[src/rtl/green_pkg.sv]
// Shared definitions for the green datapath execute unit: opcodes, FSM
// state encoding and the instruction field-width helper.
// Optional feature macro: GREEN_DEC_EN (enables the DEC opcode).
package green_pkg;

    localparam logic [3:0] OP_LD  = 4'b0000;
    localparam logic [3:0] OP_ST  = 4'b0001;
    localparam logic [3:0] OP_INC = 4'b0010;
    localparam logic [3:0] OP_BR  = 4'b0011;
    localparam logic [3:0] OP_DEC = 4'b0100;

    typedef enum logic [1:0] {
        S_IDLE = 2'd0,
        S_EXEC = 2'd1,
        S_WAIT = 2'd2
    } state_t;

    // Address/target field width: what is left below opcode and register select.
    function automatic int addr_width(input int data_w, input int rsel_w);
        return data_w - 4 - rsel_w;
    endfunction

endpackage

[src/rtl/green_regfile.sv]
// NREG x DATA_W register file: one synchronous write port, two
// combinational read ports (operand and debug), synchronous reset to zero.
module green_regfile #(
    parameter int DATA_W = 16,
    parameter int NREG   = 4
) (
    input  logic                      clk,
    input  logic                      rst,
    input  logic                      we,
    input  logic [$clog2(NREG)-1:0]   wsel,
    input  logic [DATA_W-1:0]         wdata,
    input  logic [$clog2(NREG)-1:0]   rsel,
    output logic [DATA_W-1:0]         rdata,
    input  logic [$clog2(NREG)-1:0]   dbg_sel,
    output logic [DATA_W-1:0]         dbg_data
);

    logic [DATA_W-1:0] regs [NREG];

    // Register array update: clear on reset, single write port otherwise.
    always_ff @(posedge clk) begin
        if (rst) begin
            for (int i = 0; i < NREG; i++) regs[i] <= '0;
        end else if (we) begin
            regs[wsel] <= wdata;
        end
    end

    assign rdata    = regs[rsel];
    assign dbg_data = regs[dbg_sel];

endmodule

[src/rtl/green_exec_unit.sv]
// Instruction decode/execute unit: accepts one instruction per handshake in
// IDLE, executes it in a single EXEC cycle, and for loads waits in WAIT for
// read data under a timeout. Optional macro GREEN_DEC_EN adds the DEC opcode.
module green_exec_unit
    import green_pkg::*;
#(
    parameter int DATA_W   = 16,
    parameter int NREG     = 4,
    parameter int WAIT_MAX = 15
) (
    input  logic                                   clk,
    input  logic                                   rst,
    input  logic                                   ins_valid,
    output logic                                   ins_ready,
    input  logic [DATA_W-1:0]                      ins,
    input  logic                                   branch,
    output logic                                   mem_req,
    output logic                                   mem_we,
    output logic [DATA_W-5-$clog2(NREG):0]         mem_addr,
    output logic [DATA_W-1:0]                      mem_wdata,
    input  logic                                   mem_rvalid,
    input  logic [DATA_W-1:0]                      mem_rdata,
    output logic                                   br_taken,
    output logic [DATA_W-5-$clog2(NREG):0]         br_target,
    output logic                                   err,
    input  logic                                   err_clr,
    input  logic [$clog2(NREG)-1:0]                dbg_sel,
    output logic [DATA_W-1:0]                      dbg_data
);

    localparam int RSEL_W = $clog2(NREG);
    localparam int ADDR_W = addr_width(DATA_W, RSEL_W);
    localparam int CNT_W  = $clog2(WAIT_MAX + 1);

    state_t              state, state_n;
    logic [DATA_W-1:0]   ins_q;
    logic [CNT_W-1:0]    cnt;
    logic [3:0]          op;
    logic [RSEL_W-1:0]   sel;
    logic [ADDR_W-1:0]   addr;
    logic [DATA_W-1:0]   operand;
    logic                rf_we;
    logic [DATA_W-1:0]   rf_wdata;
    logic                timeout;
    logic                accept;

    // All decode works from the latched word, never from the live ins port.
    assign op   = ins_q[DATA_W-1 -: 4];
    assign sel  = ins_q[DATA_W-5 -: RSEL_W];
    assign addr = ins_q[ADDR_W-1:0];

    assign ins_ready = (state == S_IDLE);
    assign accept    = ins_valid && ins_ready;
    assign mem_addr  = addr;
    assign br_target = addr;
    assign mem_wdata = operand;

    green_regfile #(.DATA_W(DATA_W), .NREG(NREG)) u_regfile (
        .clk      (clk),
        .rst      (rst),
        .we       (rf_we),
        .wsel     (sel),
        .wdata    (rf_wdata),
        .rsel     (sel),
        .rdata    (operand),
        .dbg_sel  (dbg_sel),
        .dbg_data (dbg_data)
    );

    // State register.
    always_ff @(posedge clk) begin
        if (rst) state <= S_IDLE;
        else     state <= state_n;
    end

    // Next state, strobes and register-file write decode.
    always_comb begin
        state_n  = state;
        mem_req  = 1'b0;
        mem_we   = 1'b0;
        br_taken = 1'b0;
        rf_we    = 1'b0;
        rf_wdata = mem_rdata;
        timeout  = 1'b0;
        case (state)
            S_IDLE: if (accept) state_n = S_EXEC;
            S_EXEC: begin
                state_n = S_IDLE;
                case (op)
                    OP_LD: begin
                        mem_req = 1'b1;
                        state_n = S_WAIT;
                    end
                    OP_ST: begin
                        mem_req = 1'b1;
                        mem_we  = 1'b1;
                    end
                    OP_INC: begin
                        rf_we    = 1'b1;
                        rf_wdata = operand + DATA_W'(1);
                    end
                    OP_BR: br_taken = branch;
`ifdef GREEN_DEC_EN
                    OP_DEC: begin
                        rf_we    = 1'b1;
                        rf_wdata = operand - DATA_W'(1);
                    end
`endif
                    default: ;
                endcase
            end
            S_WAIT: begin
                // Data arriving on the final counted cycle still wins over timeout.
                if (mem_rvalid) begin
                    rf_we   = 1'b1;
                    state_n = S_IDLE;
                end else if (cnt == CNT_W'(WAIT_MAX - 1)) begin
                    timeout = 1'b1;
                    state_n = S_IDLE;
                end
            end
            default: state_n = S_IDLE;
        endcase
    end

    // Instruction latch, loaded only on a handshake.
    always_ff @(posedge clk) begin
        if (rst)         ins_q <= '0;
        else if (accept) ins_q <= ins;
    end

    // Load wait counter: cleared in EXEC, counts idle WAIT cycles.
    always_ff @(posedge clk) begin
        if (rst)                                cnt <= '0;
        else if (state == S_EXEC)               cnt <= '0;
        else if (state == S_WAIT && !mem_rvalid) cnt <= cnt + CNT_W'(1);
    end

    // Sticky timeout flag; a new timeout beats a simultaneous clear.
    always_ff @(posedge clk) begin
        if (rst)          err <= 1'b0;
        else if (timeout) err <= 1'b1;
        else if (err_clr) err <= 1'b0;
    end

endmodule

[config.mk]
export PLATFORM = sky130hd
export DESIGN_NAME = green_exec_unit
export DESIGN_NICKNAME = d
export VERILOG_FILES = /design/src/rtl/green_pkg.sv /design/src/rtl/green_regfile.sv /design/src/rtl/green_exec_unit.sv
export SDC_FILE = /design/constraint.sdc
export NUM_CORES = 1
export LEC_CHECK = 0
export ABC_CLOCK_PERIOD_IN_PS = 3100
export CAP_MARGIN = 25
export CORE_MARGIN = 2
export CORE_UTILIZATION = 38
export CTS_BUF_LIST = sky130_fd_sc_hd__clkbuf_2
export CTS_CLUSTER_SIZE = 16
export DETAILED_ROUTE_END_ITERATION = 7
export HOLD_SLACK_MARGIN = 0.06
export SETUP_SLACK_MARGIN = 0.3
export SLEW_MARGIN = 15
export SYNTH_ARGS = -nofsm -noshare
export SYNTH_HDL_FRONTEND = slang
export SYNTH_SLANG_ARGS = --single-unit
[constraint.sdc]
create_clock -name clk -period 3.1 [get_ports clk]
set_input_delay 0.62 -clock clk [delete_from_list [all_inputs] [get_ports clk]]
set_output_delay 0.62 -clock clk [all_outputs]
set_load 0.05 [all_outputs]
==> results of run 1 <==
[cell usage in the layout, fill, tap and decap left out, types with 2 or more instances in the layout]
cell type / netlist / routed
sky130_fd_sc_hd__a211oi_1: 6 / 6
sky130_fd_sc_hd__a21oi_1: 32 / 32
sky130_fd_sc_hd__a31o_2: 2 / 2
sky130_fd_sc_hd__a31oi_1: 2 / 2
sky130_fd_sc_hd__and2_1: 4 / 4
sky130_fd_sc_hd__and3_1: 2 / 2
sky130_fd_sc_hd__and4_1: 3 / 3
sky130_fd_sc_hd__buf_12: 0 / 2
sky130_fd_sc_hd__buf_2: 1 / 2
sky130_fd_sc_hd__buf_4: 21 / 50
sky130_fd_sc_hd__clkbuf_2: 0 / 9
sky130_fd_sc_hd__clkdlybuf4s50_1: 0 / 60
sky130_fd_sc_hd__clkinv_4: 0 / 2
sky130_fd_sc_hd__clkinvlp_4: 0 / 2
sky130_fd_sc_hd__dfxtp_1: 25 / 24
sky130_fd_sc_hd__edfxtp_1: 64 / 64
sky130_fd_sc_hd__ha_1: 6 / 5
sky130_fd_sc_hd__inv_1: 11 / 11
sky130_fd_sc_hd__mux2i_1: 4 / 4
sky130_fd_sc_hd__mux4_1: 9 / 4
sky130_fd_sc_hd__mux4_2: 23 / 28
sky130_fd_sc_hd__nand2_1: 45 / 45
sky130_fd_sc_hd__nand2b_1: 6 / 6
sky130_fd_sc_hd__nand3_1: 10 / 10
sky130_fd_sc_hd__nand3b_1: 2 / 2
sky130_fd_sc_hd__nand4_1: 6 / 6
sky130_fd_sc_hd__nor2_1: 50 / 50
sky130_fd_sc_hd__nor2b_1: 3 / 3
sky130_fd_sc_hd__nor3_1: 16 / 16
sky130_fd_sc_hd__nor4_1: 2 / 2
sky130_fd_sc_hd__o21ai_0: 5 / 5
sky130_fd_sc_hd__o221ai_1: 2 / 2
sky130_fd_sc_hd__or3_1: 3 / 3
sky130_fd_sc_hd__xnor2_1: 3 / 3
sky130_fd_sc_hd__xor2_1: 4 / 4
[report_power, final]
group	internal [mW]	leakage (nW)	total, mW	switching [mW]
clock network	0.184	0.0655	0.584	0.400
registers	1.32	0.866	1.36	0.0357
logic	0.250	1.20	0.679	0.429
[final cells by class]
class | count | area, um^2
sequential | 89 | 2424
timing repair buffer | 116 | 1049
clock inverter | 7 | 71.32
clock buffer | 9 | 45.04
multi-input combinational | 273 | 2133
inverter | 11 | 41.29
tap | 172 | 215.2
fill | 1193 | 6590
[cells in the mapped netlist, drive strengths merged, types with 2 or more instances]
library cell	number
clkbuf	20
nand3	10
nor2	50
nor4	4
nor3	16
buf	25
nand4	7
xnor2	3
mux2i	4
mux4	32
or3	3
xor2	4
nand2	46
a31oi	2
nor2b	3
a211oi	7
nand3b	2
and4	5
a31o	2
a21oi	32
dfxtp	25
nand2b	6
inv	11
o221ai	2
edfxtp	64
and2	4
and3	2
o21ai	5
ha	6
[cells by family (layout without fill, tap and decap cells)]
group                    Yosys count  after routing
AND/OR/NAND/NOR                  163            163
flip-flops                        89             89
AO/OA/AOI/OAI                     61             61
buffers and inverters             56            143
multiplexers                      36             36
XOR/XNOR                           7              7
adder cells (fa/ha/maj)            6              6
[sequential cells by signal (all words and copies together), names as in the netlist, named ones only]
name	count
err	1
ins_q	16
cnt	4
u_regfile.regs	64
state	2
[layer usage]
metal	vias to the layer above	share of wire
li1	1713	-
met1	1796	0.41
met2	155	0.50
met3	12	0.081
met4	0	0.0096
met5	-	0
[critical path: stages, from the launching register on]
cell and delay, ns:
sky130_fd_sc_hd__dfxtp_1 0.37, sky130_fd_sc_hd__inv_1 0.10, sky130_fd_sc_hd__ha_2 0.27, sky130_fd_sc_hd__nor4b_4 0.31, sky130_fd_sc_hd__clkdlybuf4s15_1 0.55
[metrics by stage]
stage	worst slack (ns)	util	cell area, um^2	cells	power (mW)
floorplan	0.3209	-	4866	418	1.843
global placement	0.4294	0.4663	5861	660	2.051
detailed placement	0.3929	0.4663	5861	660	2.059
CTS	0.2568	0.4764	5987	676	2.639
global route	0.2148	0.4757	5978	677	2.734
finish	0.3546	0.4757	5978	677	2.621
[repair_timing]
item                                    in CTS  in global routing
setup buffers                                0                  1
gates resized for setup                     11                  9
gates cloned                                 0                  0
endpoints found under the setup margin       4                 10
[path summary, 6_finish.rpt]
kind	start	endpoint	slack, ns	depth (start not counted)
hold / removal	ins_q[9]	ins_q[9]	0.49	2
setup reg to reg	state[1]	u_regfile.regs[1][10]	0.63	7
hold reg to reg	ins_q[9]	ins_q[9]	0.49	2
setup / recovery	state[1]	mem_req	0.35	4
==> out/results.env, run 1 <==
RUN_STATUS='complete, no violations'
FIRST_PASS_ITERS=4
WORSTPATHMAXFANOUT=7
BUFFER_PORTS.INSERTED=96
COMPOUND_CELL_AREA_SHARE_OF_THE_YOSYS_NETLIST=0.07817
TIMING.FINAL.SETUP_VIOLATIONS=0
FINAL_HOLD_FAILS=0
PIN_COUNT_OF_THE_BIGGEST_NET_ENTERING_GLOBAL_ROUTING=24
SYN-CELL-AREA_UM2=4866
ANTENNA_VIOLATIONS_BEFORE_REPAIR=0
VIA_COUNT=3676
CAP_VIOL_MAX_COUNT=0
GRT_USE_MET3=0.04531
VIA_PER_INST=5.430
MET2_USAGE=0.3356
FIN_CRIT_NS=2.745
SYNTHADDERAREAFRAC=0.01543
FLOORPLAN.INITIALDENSITY=0.3872
WORSTSETUPSTARTPOINTTYPE='register'
CTS-ROOT-TO-SINK-BUFFERS=2
POST_SYNTH.CELL_AREA_AVG_UM2=11.64
DP_HPWL_MM=8.882
DIE-WIDTH_UM=117.2
SLEW_VIOLATIONS=0
SYNTH_SEQ_CELLS=89
FRACTION_OF_THE_MAPPED_NETLIST_AREA_IN_SIMPLE_LOGIC_GATES=0.1692
DIE-HEIGHT_UM=117.2
SEQ_AREA_FRAC_SYNTH=0.4978
WORSTPATHARRIVAL_NS=2.13
CTS_TREE='yes'
DESIGN.CORE.AREA_UM2=12570
NETLIST_INSTANCES=418
COMBINATIONAL_FAMILY_WITH_THE_MOST_AREA_AFTER_SYNTHESIS='simple AND/OR/NAND/NOR gates'
CLK_TRANSITION_REPORTED_PATHS_NS=0.22
SETUP_REPAIR_AFTER_GLOBAL_ROUTING_MISSED_ITS_MARGIN='true'
GRT_USE_TOTAL=0.1942
IO-PIN-COUNT=97
TIMING_WORST_SETUP_PATH_TYPE='register to output port'
CRITICAL_PATH_REQUIRED_NS=2.48
POWER_DENSITY_OVER_CELL_AREA_nW_PER_UM2=438.4
ROOT_BUF_CELL='sky130_fd_sc_hd__clkbuf_2'
LAYOUT-DRIVE-GT1-SHARE=0.2178
YOSYSWARNINGS=0
NUMCTSBUFFERS=9
GRT_PASS1_VIAS=3932
TNS_NS=0
SYNTHDOMINANTAREACELLTYPE='sky130_fd_sc_hd__edfxtp_1'
NUMCLOCKSINKS=89
HOLD_PATH_CLASS='register to register'
STD_CELL_ROWS=41
SYNTH_ENABLE_FLOP_CELLS=64
WL_PER_CELL_UM=18.67
PLACER_CONGESTION=0.7969
FINAL_LAYOUT_NET_COUNT=546
STATIC-LEAKAGE-POWER_nW=2.135
YOSYS-MUX-AREA-FRACTION=0.1633
DRT_FIRST_ITER_VIOLATIONS=217
SYNTH.TOP_CELLS.BY_AREA='sky130_fd_sc_hd__edfxtp_1, sky130_fd_sc_hd__mux4_2, sky130_fd_sc_hd__dfxtp_1'
ANTENNADIODECOUNT=0
GRT_USE_MET1=0.2431
FP.DIEAREA_UM2=13730
SYNTH_TOP_AREA_SHARE=0.3950
FIN_WORST_SKEW_NS=0.02075
GRT_FIRST_PASS_WIRELENGTH_MM=19.93
ACHIEVABLE-FREQUENCY_MHz=364.3
YS_DOMINANT_REG_CELL='sky130_fd_sc_hd__edfxtp_1'
ANT_NETS=0
YOSYSUNIQUECELLTYPES=57
FINAL_LAYOUT_WORST_HOLD_SLACK_NS=0.4907
AREA_DELTA_SYNTH_FINAL_PCT=22.86
GRT_BUSIEST_LAYER='met2'
VDD.IR_DROP.WORST_uV=261.7
POST-ROUTE-DRC-COUNT=0
SYN_NETS=464
HOLD_BUFFERS=0
SHARE_OF_SYNTHESIZED_REGISTERS_CARRYING_AN_ASYNC_SET_OR_RESET=0
GLOBALROUTE.TOTALOVERFLOW=0
ROUTED_WIRELENGTH_MM=12.64
INSERTION_DELAY_NS=0.54
TIMING_WORST_SLEW_PIN_VALUE_NS=0.6098
HTREE_LEVELS=3
FINAL.PERIOD_UTILIZATION=0.8856
CP-END-KIND='output port'
SYNTHXORXNORAREAFRAC=0.01260
MAX_SLEW_HEADROOM_AT_THE_WORST_PIN=0.5926
Note: power is estimated with default switching activity, not from simulation.
==> inputs of run 2 (changes only) <==
--- a/config.mk
+++ b/config.mk
@@ -7,12 +7,16 @@
 export LEC_CHECK = 0
 export ABC_CLOCK_PERIOD_IN_PS = 3100
 export CAP_MARGIN = 25
+export CELL_PAD_IN_SITES_DETAIL_PLACEMENT = 0
+export CELL_PAD_IN_SITES_GLOBAL_PLACEMENT = 1
 export CORE_MARGIN = 2
 export CORE_UTILIZATION = 38
 export CTS_BUF_LIST = sky130_fd_sc_hd__clkbuf_2
 export CTS_CLUSTER_SIZE = 16
 export DETAILED_ROUTE_END_ITERATION = 7
 export HOLD_SLACK_MARGIN = 0.06
+export MAX_ROUTING_LAYER = met4
+export PLACE_DENSITY_LB_ADDON = 0.1
 export SETUP_SLACK_MARGIN = 0.3
 export SLEW_MARGIN = 15
 export SYNTH_ARGS = -nofsm -noshare
==> run 2 against run 1 <==
Effect of this change: non-clock buffer count grew 6; power grew 1.3%; die area is the same; clock skew grew 0.0033 ns; sequential power is essentially flat; clock power grew 3.8%; final cell count grew 0.89%; via count shrank 1.4%; largest power group unchanged; highest routed layer unchanged.
==> out/results.env, run 2 (synthesis results as in run 1) <==
NUMCTSBUFFERS=9  # unchanged
WORSTSETUPSTARTPOINTTYPE='input pin'
TIMING.HOLD.WORST_PATH_DEPTH=2  # unchanged
BUFFER_PORTS.INSERTED=96  # unchanged
HOLD_PATH_CLASS='register to register'
LAYOUT-DRIVE-GT1-SHARE=0.2368  # +0.01897
CP-END-KIND='output port'
FIN_WORST_SKEW_NS=0.02408  # +0.003337 ns
HOLD_PATH_END='ins_q[1]'
TOTAL_POWER_mW=2.654  # +1.3%
RUN_STATUS='complete, no violations'
WORSTHOLDSTART='ins_q[1]'
TOP_REGISTER='u_regfile.regs'
CTS-ROOT-TO-SINK-BUFFERS=2  # unchanged
LAYOUT.CELLS.MOST_COMMON='sky130_fd_sc_hd__edfxtp_1'
CAP_VIOL_MAX_COUNT=0  # unchanged
SETUP_REPAIR_AFTER_GLOBAL_ROUTING_MISSED_ITS_MARGIN='false'
GRT_FIRST_PASS_WIRELENGTH_MM=20.03  # +0.52%
DIE-WIDTH_UM=117.2  # unchanged
IO-PIN-COUNT=97  # unchanged
PLACER_CONGESTION=0.8491  # +6.6%
HTREE_LEVELS=3  # unchanged
R2R-END='u_regfile.regs[0][15]'
INSERTION_DELAY_NS=0.55  # about the same
CTS_TREE='yes'
WL_PER_CELL_UM=19.17  # +2.7%
ANTENNADIODECOUNT=0  # unchanged
CPMAXSTAGEDELAYCELL='sky130_fd_sc_hd__mux4_2'
SLEW_VIOLATIONS=0  # unchanged
CP.BUFFERS_INVERTERS=3  # +1
MAX_SLEW_HEADROOM_AT_THE_WORST_PIN=0.5994  # +0.006786
PLACE_WORST_SETUP_SLACK_NS=0.3687  # -0.02417 ns
ANT_NETS=0  # unchanged
CRITICAL_PATH_REQUIRED_NS=2.48  # about the same
HIGHEST_CELL_DELAY_ON_THE_WORST_TIMING_PATH_NS=0.55  # about the same
WORSTPATHARRIVAL_NS=2.11  # -0.02 ns
FINALWORSTSETUPSLACK_NS=0.3727  # +0.01801 ns
ROOT_BUF_CELL='sky130_fd_sc_hd__clkbuf_2'
STATIC-LEAKAGE-POWER_nW=2.167  # +1.5%
DESIGN.CORE.AREA_UM2=12570  # unchanged
MOSTFREQUENTLAYOUTCELLS='sky130_fd_sc_hd__edfxtp_1, sky130_fd_sc_hd__clkdlybuf4s50_1, sky130_fd_sc_hd__buf_4'
GLOBALROUTE.TOTALOVERFLOW=0  # unchanged
NUMCLOCKSINKS=89  # unchanged
POST-PLACE-CELLS=665  # +0.76%
R2R_CELLS=6  # -1
REG_TOP3='u_regfile.regs (64), ins_q (16), cnt (4)'
CRITICAL_PATH_DEPTH=4  # unchanged
ROUTED_WIRELENGTH_MM=13.10  # +3.6%
FLOORPLAN.INITIALDENSITY=0.3872  # unchanged
GRT_PASS1_VIAS=3683  # -6.3%
FIN_CRIT_NS=2.727  # -0.01801 ns
TIMING.FINAL.SETUP_VIOLATIONS=0  # unchanged
VIA_PER_INST=5.305  # -2.3%
TIMING_WORST_SLEW_PIN_VALUE_NS=0.5996  # -0.01016 ns
ANTENNA_VIOLATIONS_BEFORE_REPAIR=0  # unchanged
TIMING_WORST_SETUP_PATH_TYPE='input pin to output port'
GRT_USE_TOTAL=0.2042  # +0.009985
FIRST_PASS_ITERS=4  # unchanged
DRT_FIRST_ITER_VIOLATIONS=185  # -15%
DIE-HEIGHT_UM=117.2  # unchanged
WORSTPATHMAXFANOUT=16  # +9
FINAL_HOLD_FAILS=0  # unchanged
ACHIEVABLE-FREQUENCY_MHz=366.7  # +0.66%
TNS_NS=0  # unchanged
FINAL.PERIOD_UTILIZATION=0.8798  # -0.005810
PLACEDINSTANCEAREA_UM2=5886  # +0.43%
VDD.IR_DROP.WORST_uV=246.6  # -5.8%
LARGEST_REGISTER_FF_COUNT=64  # unchanged
REG2REG_SLACK_NS=0.64  # about the same
PATH_CELLS='clkdlybuf4s50_1 > buf_12 > mux4_2 > buf_4'
CRITPATHTOPFAMILY='buffers and inverters'
CLK_TRANSITION_REPORTED_PATHS_NS=0.24  # +0.02 ns
STD_CELL_ROWS=41  # unchanged
POST-ROUTE-DRC-COUNT=0  # unchanged
LAYOUT.FILLER_CELLS=1176  # -1.4%
PIN_COUNT_OF_THE_BIGGEST_NET_ENTERING_GLOBAL_ROUTING=24  # unchanged
POWER_DENSITY_OVER_CELL_AREA_nW_PER_UM2=439.8  # +0.32%
FINAL_LAYOUT_NET_COUNT=552  # +1.1%
AREA_DELTA_SYNTH_FINAL_PCT=24.04
FINAL_CELLS=683  # +0.89%
FINAL_CELL_AREA_UM2=6036  # +0.96%
DP_HPWL_MM=8.963  # +0.92%
FP.DIEAREA_UM2=13730  # unchanged
VIA_COUNT=3623  # -1.4%
-- run 2: cell types whose count changed in the layout (fill, tap and decap cells not counted), sizes merged --
cell and delta:
clkinv -1, inv +3, buf +4, clkinvlp -2, clkbuf +2
-- run 2: tightest hold or removal path, cell delays in order, from the launching register on --
cell and delay, ns:
sky130_fd_sc_hd__dfxtp_1 0.38, sky130_fd_sc_hd__nand2_1 0.06, sky130_fd_sc_hd__a21oi_1 0.05
-- run 2: layout make-up --
type	count	area (um^2)	area share
multi-input cells	273	2122	0.3516
repair buffers	122	1115	0.1847
clock buffers	9	45.04	0.007463
flip-flops and latches	89	2430	0.4026
well taps	172	215.2	0.03565
clock inverters	7	67.56	0.01119
inverters	11	41.29	0.006841
-- run 2: worst max-delay path by stage --
stage	start	endpoint	slack, ns
after global routing	register	mem_wdata[0]	0.31
after CTS	register	mem_wdata[12]	0.30
after floorplan	state[1]	mem_we	0.32
final	dbg_sel[0]	dbg_data[13]	0.37
after detailed placement	dbg_sel[0]	dbg_data[13]	0.37
after global placement	dbg_sel[0]	dbg_data[13]	0.37
-- run 2: what timing repair did --
item / CTS / global route
pin swaps: 0 / 0
buffers inserted: 1 / 0
endpoints found under the hold margin: 0 / 0
hold buffers: 0 / 0
gates resized for setup: 23 / 9
setup endpoints to repair: 19 / 8
cloned: 0 / 1
-- run 2: power by group --
part,internal [mW],leakage [nW],switching [mW]
Combinational,0.258,1.22,0.429
Sequential,1.32,0.867,0.0395
Clock,0.189,0.0759,0.417
-- run 2: per-stage QoR --
step / hold slack (ns) / utilization
final: 0.4921 / 0.4802
after global routing: 0.5148 / 0.4802
after CTS: 0.4959 / 0.4793
after detailed placement: 0.4654 / 0.4683
after global placement: 0.4595 / 0.4683
after floorplan: 0.4501 / -
-- run 2: layer usage --
layer  vias up  track usage  part of all wire
met5         -            -                 0
met4         0      0.06510            0.0096
met3        10      0.02935             0.051
met2       106       0.3307              0.50
met1      1783       0.2664              0.44
li1       1724            -                 -
==> inputs of run 3 (changes only) <==
--- a/config.mk
+++ b/config.mk
@@ -11,12 +11,12 @@
 export CELL_PAD_IN_SITES_GLOBAL_PLACEMENT = 1
 export CORE_MARGIN = 2
 export CORE_UTILIZATION = 38
-export CTS_BUF_LIST = sky130_fd_sc_hd__clkbuf_2
+export CTS_BUF_LIST = sky130_fd_sc_hd__clkbuf_2 sky130_fd_sc_hd__clkbuf_4 sky130_fd_sc_hd__clkbuf_8
 export CTS_CLUSTER_SIZE = 16
 export DETAILED_ROUTE_END_ITERATION = 7
 export HOLD_SLACK_MARGIN = 0.06
 export MAX_ROUTING_LAYER = met4
-export PLACE_DENSITY_LB_ADDON = 0.1
+export PLACE_DENSITY_LB_ADDON = 0.12
 export SETUP_SLACK_MARGIN = 0.3
 export SLEW_MARGIN = 15
 export SYNTH_ARGS = -nofsm -noshare
==> run 3 against run 2 <==
Effect of this change: power increased by 7.0%; core utilization rose by 0.26 points; via count up 0.11%.
==> out/results.env, run 3 (synthesis results as in run 1) <==
ACHIEVABLE-FREQUENCY_MHz=373.2  # +1.8%
DESIGN.CORE.AREA_UM2=12570  # unchanged
POWER.INTERNAL_mW=1.970  # +11%
POWER_DENSITY_OVER_CELL_AREA_nW_PER_UM2=468.2  # +6.5%
CTS-ROOT-TO-SINK-BUFFERS=2  # unchanged
GRT_FIRST_PASS_WIRELENGTH_MM=19.64  # -1.9%
MOSTFREQUENTLAYOUTCELLS='sky130_fd_sc_hd__edfxtp_1, sky130_fd_sc_hd__clkdlybuf4s50_1, sky130_fd_sc_hd__nor2_1, sky130_fd_sc_hd__buf_4, sky130_fd_sc_hd__nand2_1'
FIRST_PASS_ITERS=4  # unchanged
LARGEST_REGISTER_FF_COUNT=64  # unchanged
TIMING_WORST_SETUP_PATH_TYPE='input pin to output port'
CAP_VIOL_MAX_COUNT=0  # unchanged
LAYOUT.CELLS.MOST_COMMON='sky130_fd_sc_hd__edfxtp_1'
VDD.IR_DROP.WORST_uV=184.9  # -25%
AREA_DELTA_SYNTH_FINAL_PCT=24.71
WORSTPATHARRIVAL_NS=2.06  # -0.05 ns
FINAL_LAYOUT_NET_COUNT=546  # -1.1%
HTREE_LEVELS=3  # unchanged
ANTENNA_VIOLATIONS_BEFORE_REPAIR=0  # unchanged
MAX_SLEW_HEADROOM_AT_THE_WORST_PIN=0.5945  # -0.004929
STATIC-LEAKAGE-POWER_nW=2.190  # +1.1%
TIMING_WORST_SLEW_PIN_VALUE_NS=0.6070  # +0.007379 ns
SWSHARE=0.3065  # -0.02748
PLACEDINSTANCEAREA_UM2=5868  # -0.30%
FIN_CRIT_NS=2.679  # -0.04785 ns
PLACER_CONGESTION=0.7981  # -6.0%
FP.DIEAREA_UM2=13730  # unchanged
BUFFER_PORTS.INSERTED=96  # unchanged
SEQUENTIAL_CELL_AREA_UM2=2424  # -0.26%
ROUTED_WIRELENGTH_MM=12.73  # -2.8%
TOP_REGISTER='u_regfile.regs'
TNS_NS=0  # unchanged
FINAL_HOLD_FAILS=0  # unchanged
NUMCLOCKSINKS=89  # unchanged
CP-END-KIND='output port'
R2R_CELLS=7  # +1
HOLD_BUFFERS=0  # unchanged
LAYOUT-DRIVE-GT1-SHARE=0.2099  # -0.02689
SETUP_REPAIR_AFTER_GLOBAL_ROUTING_MISSED_ITS_MARGIN='false'
ROOT_BUF_CELL='sky130_fd_sc_hd__clkbuf_8'
PIN_COUNT_OF_THE_BIGGEST_NET_ENTERING_GLOBAL_ROUTING=27  # +13%
HOLD_PATH_END='ins_q[1]'
IO-PIN-COUNT=97  # unchanged
CLKPWRFRAC=0.288  # +0.060
REG2REG_SLACK_NS=0.61  # -0.03 ns
RUN_STATUS='complete, no violations'
NUMCTSBUFFERS=9  # unchanged
POST-ROUTE-DRC-COUNT=0  # unchanged
WORSTSETUPSTARTPOINTTYPE='input pin'
GLOBALROUTE.TOTALOVERFLOW=0  # unchanged
LAYOUT.FILLER_CELLS=1171  # -0.43%
VIA_COUNT=3627  # +0.11%
REG_TOP3='u_regfile.regs (64), ins_q (16), cnt (4)'
CTS_TREE='yes'
FINAL.PERIOD_UTILIZATION=0.8644  # -0.01544
HOLD_PATH_CLASS='register to register'
FINAL_CELL_AREA_UM2=6068  # +0.54%
STD_CELL_ROWS=41  # unchanged
ANT_NETS=0  # unchanged
GRT_PASS1_VIAS=3571  # -3.0%
CRITICAL_PATH_REQUIRED_NS=2.48  # about the same
SLEW_VIOLATIONS=0  # unchanged
WORSTHOLDSTART='ins_q[1]'
DIE-HEIGHT_UM=117.2  # unchanged
R2R-END='u_regfile.regs[2][10]'
COMBPWRFRAC=0.235  # -0.024
DP_HPWL_MM=8.935  # -0.32%
MULTIINPUTGATEAREA_UM2=2133  # +0.53%
DIE-WIDTH_UM=117.2  # unchanged
FLOORPLAN.INITIALDENSITY=0.3872  # unchanged
FIN_WORST_SKEW_NS=0.009932  # -0.01415 ns
POWER.SEQUENTIAL.FRACTION=0.478  # -0.035
DRT_FIRST_ITER_VIOLATIONS=231  # +25%
CLK_TRANSITION_REPORTED_PATHS_NS=0.08  # -0.16 ns
TIMING.FINAL.SETUP_VIOLATIONS=0  # unchanged
ANTENNADIODECOUNT=0  # unchanged
TIMING.HOLD.WORST_PATH_DEPTH=2  # unchanged
WORSTPATHMAXFANOUT=16  # unchanged
INSERTION_DELAY_NS=0.36  # -0.19 ns
VIA_PER_INST=5.357  # +1.0%
NET-SWITCHING-POWER_mW=0.8707  # -1.8%
WL_PER_CELL_UM=18.80  # -2.0%
GRT_USE_TOTAL=0.2003  # -0.003829
FF_TO_FF_START='state[1]'
==> run 3: how the worst max path moves through the flow <==
| stage | start | to | slack [ns] | cells after the start |
|---|---|---|---|---|
| global placement | dbg_sel[0] | dbg_data[10] | 0.43 | 4 |
| finish | dbg_sel[0] | dbg_data[8] | 0.42 | 4 |
| global route | state[1] | mem_req | 0.35 | 4 |
| CTS | state[1] | br_taken | 0.29 | 5 |
| floorplan | state[1] | mem_we | 0.32 | 4 |
| detailed placement | rst | u_regfile.regs[0][2] | 0.37 | 6 |
==> run 3: layer usage <==
| layer | GRT usage | vias up | share of wire |
|---|---|---|---|
| met5 | - | - | 0 |
| met4 | 0.05020 | 0 | 0.0095 |
| met3 | 0.04222 | 9 | 0.054 |
| met2 | 0.3261 | 134 | 0.50 |
| met1 | 0.2573 | 1760 | 0.44 |
| li1 | - | 1724 | - |
==> run 3: power by group through the flow <==
| stage | Combinational [mW] | Clock, mW | Sequential, mW |
|---|---|---|---|
| final | 0.666 | 0.817 | 1.36 |
| after global routing | 0.706 | 0.888 | 1.37 |
| after CTS | 0.673 | 0.842 | 1.36 |
| after detailed placement | 0.672 | 0 | 1.38 |
| after global placement | 0.670 | 0 | 1.38 |
| after floorplan | 0.476 | 0 | 1.37 |
==> run 3: area by class of cell <==
cell class / count / area share
Clock buffer: 14 / 0.03175
Clock inverter: 2 / 0.002887
Inverter: 11 / 0.006804
Multi-Input combinational cell: 273 / 0.3515
Sequential cell: 89 / 0.3994
Tap cell: 172 / 0.03546
Timing Repair Buffer: 116 / 0.1722
==> run 3: through the flow <==
step,hold slack (ns),worst slack [ns],total power [mW],utilization,instances
after floorplan,0.4501,0.3209,1.843,-,418
after global placement,0.4583,0.4305,2.053,0.4669,661
after detailed placement,0.4629,0.3686,2.057,0.4669,661
after CTS,0.4808,0.2878,2.873,0.4833,677
after global routing,0.4958,0.3464,2.961,0.4828,677
final,0.4745,0.4205,2.841,0.4828,677
==> run 3: timing repair <==
action / CTS / global route
pin swaps: 0 / 0
setup endpoints to repair: 3 / 4
buffers inserted: 0 / 0
endpoints found under the hold margin: 0 / 0
gates resized for setup: 3 / 5
==> run 3: worst max-delay path: stages <==
cell and delay (ns):
sky130_fd_sc_hd__clkdlybuf4s50_1 0.51, sky130_fd_sc_hd__buf_12 0.20, sky130_fd_sc_hd__mux4_2 0.52, sky130_fd_sc_hd__buf_4 0.20
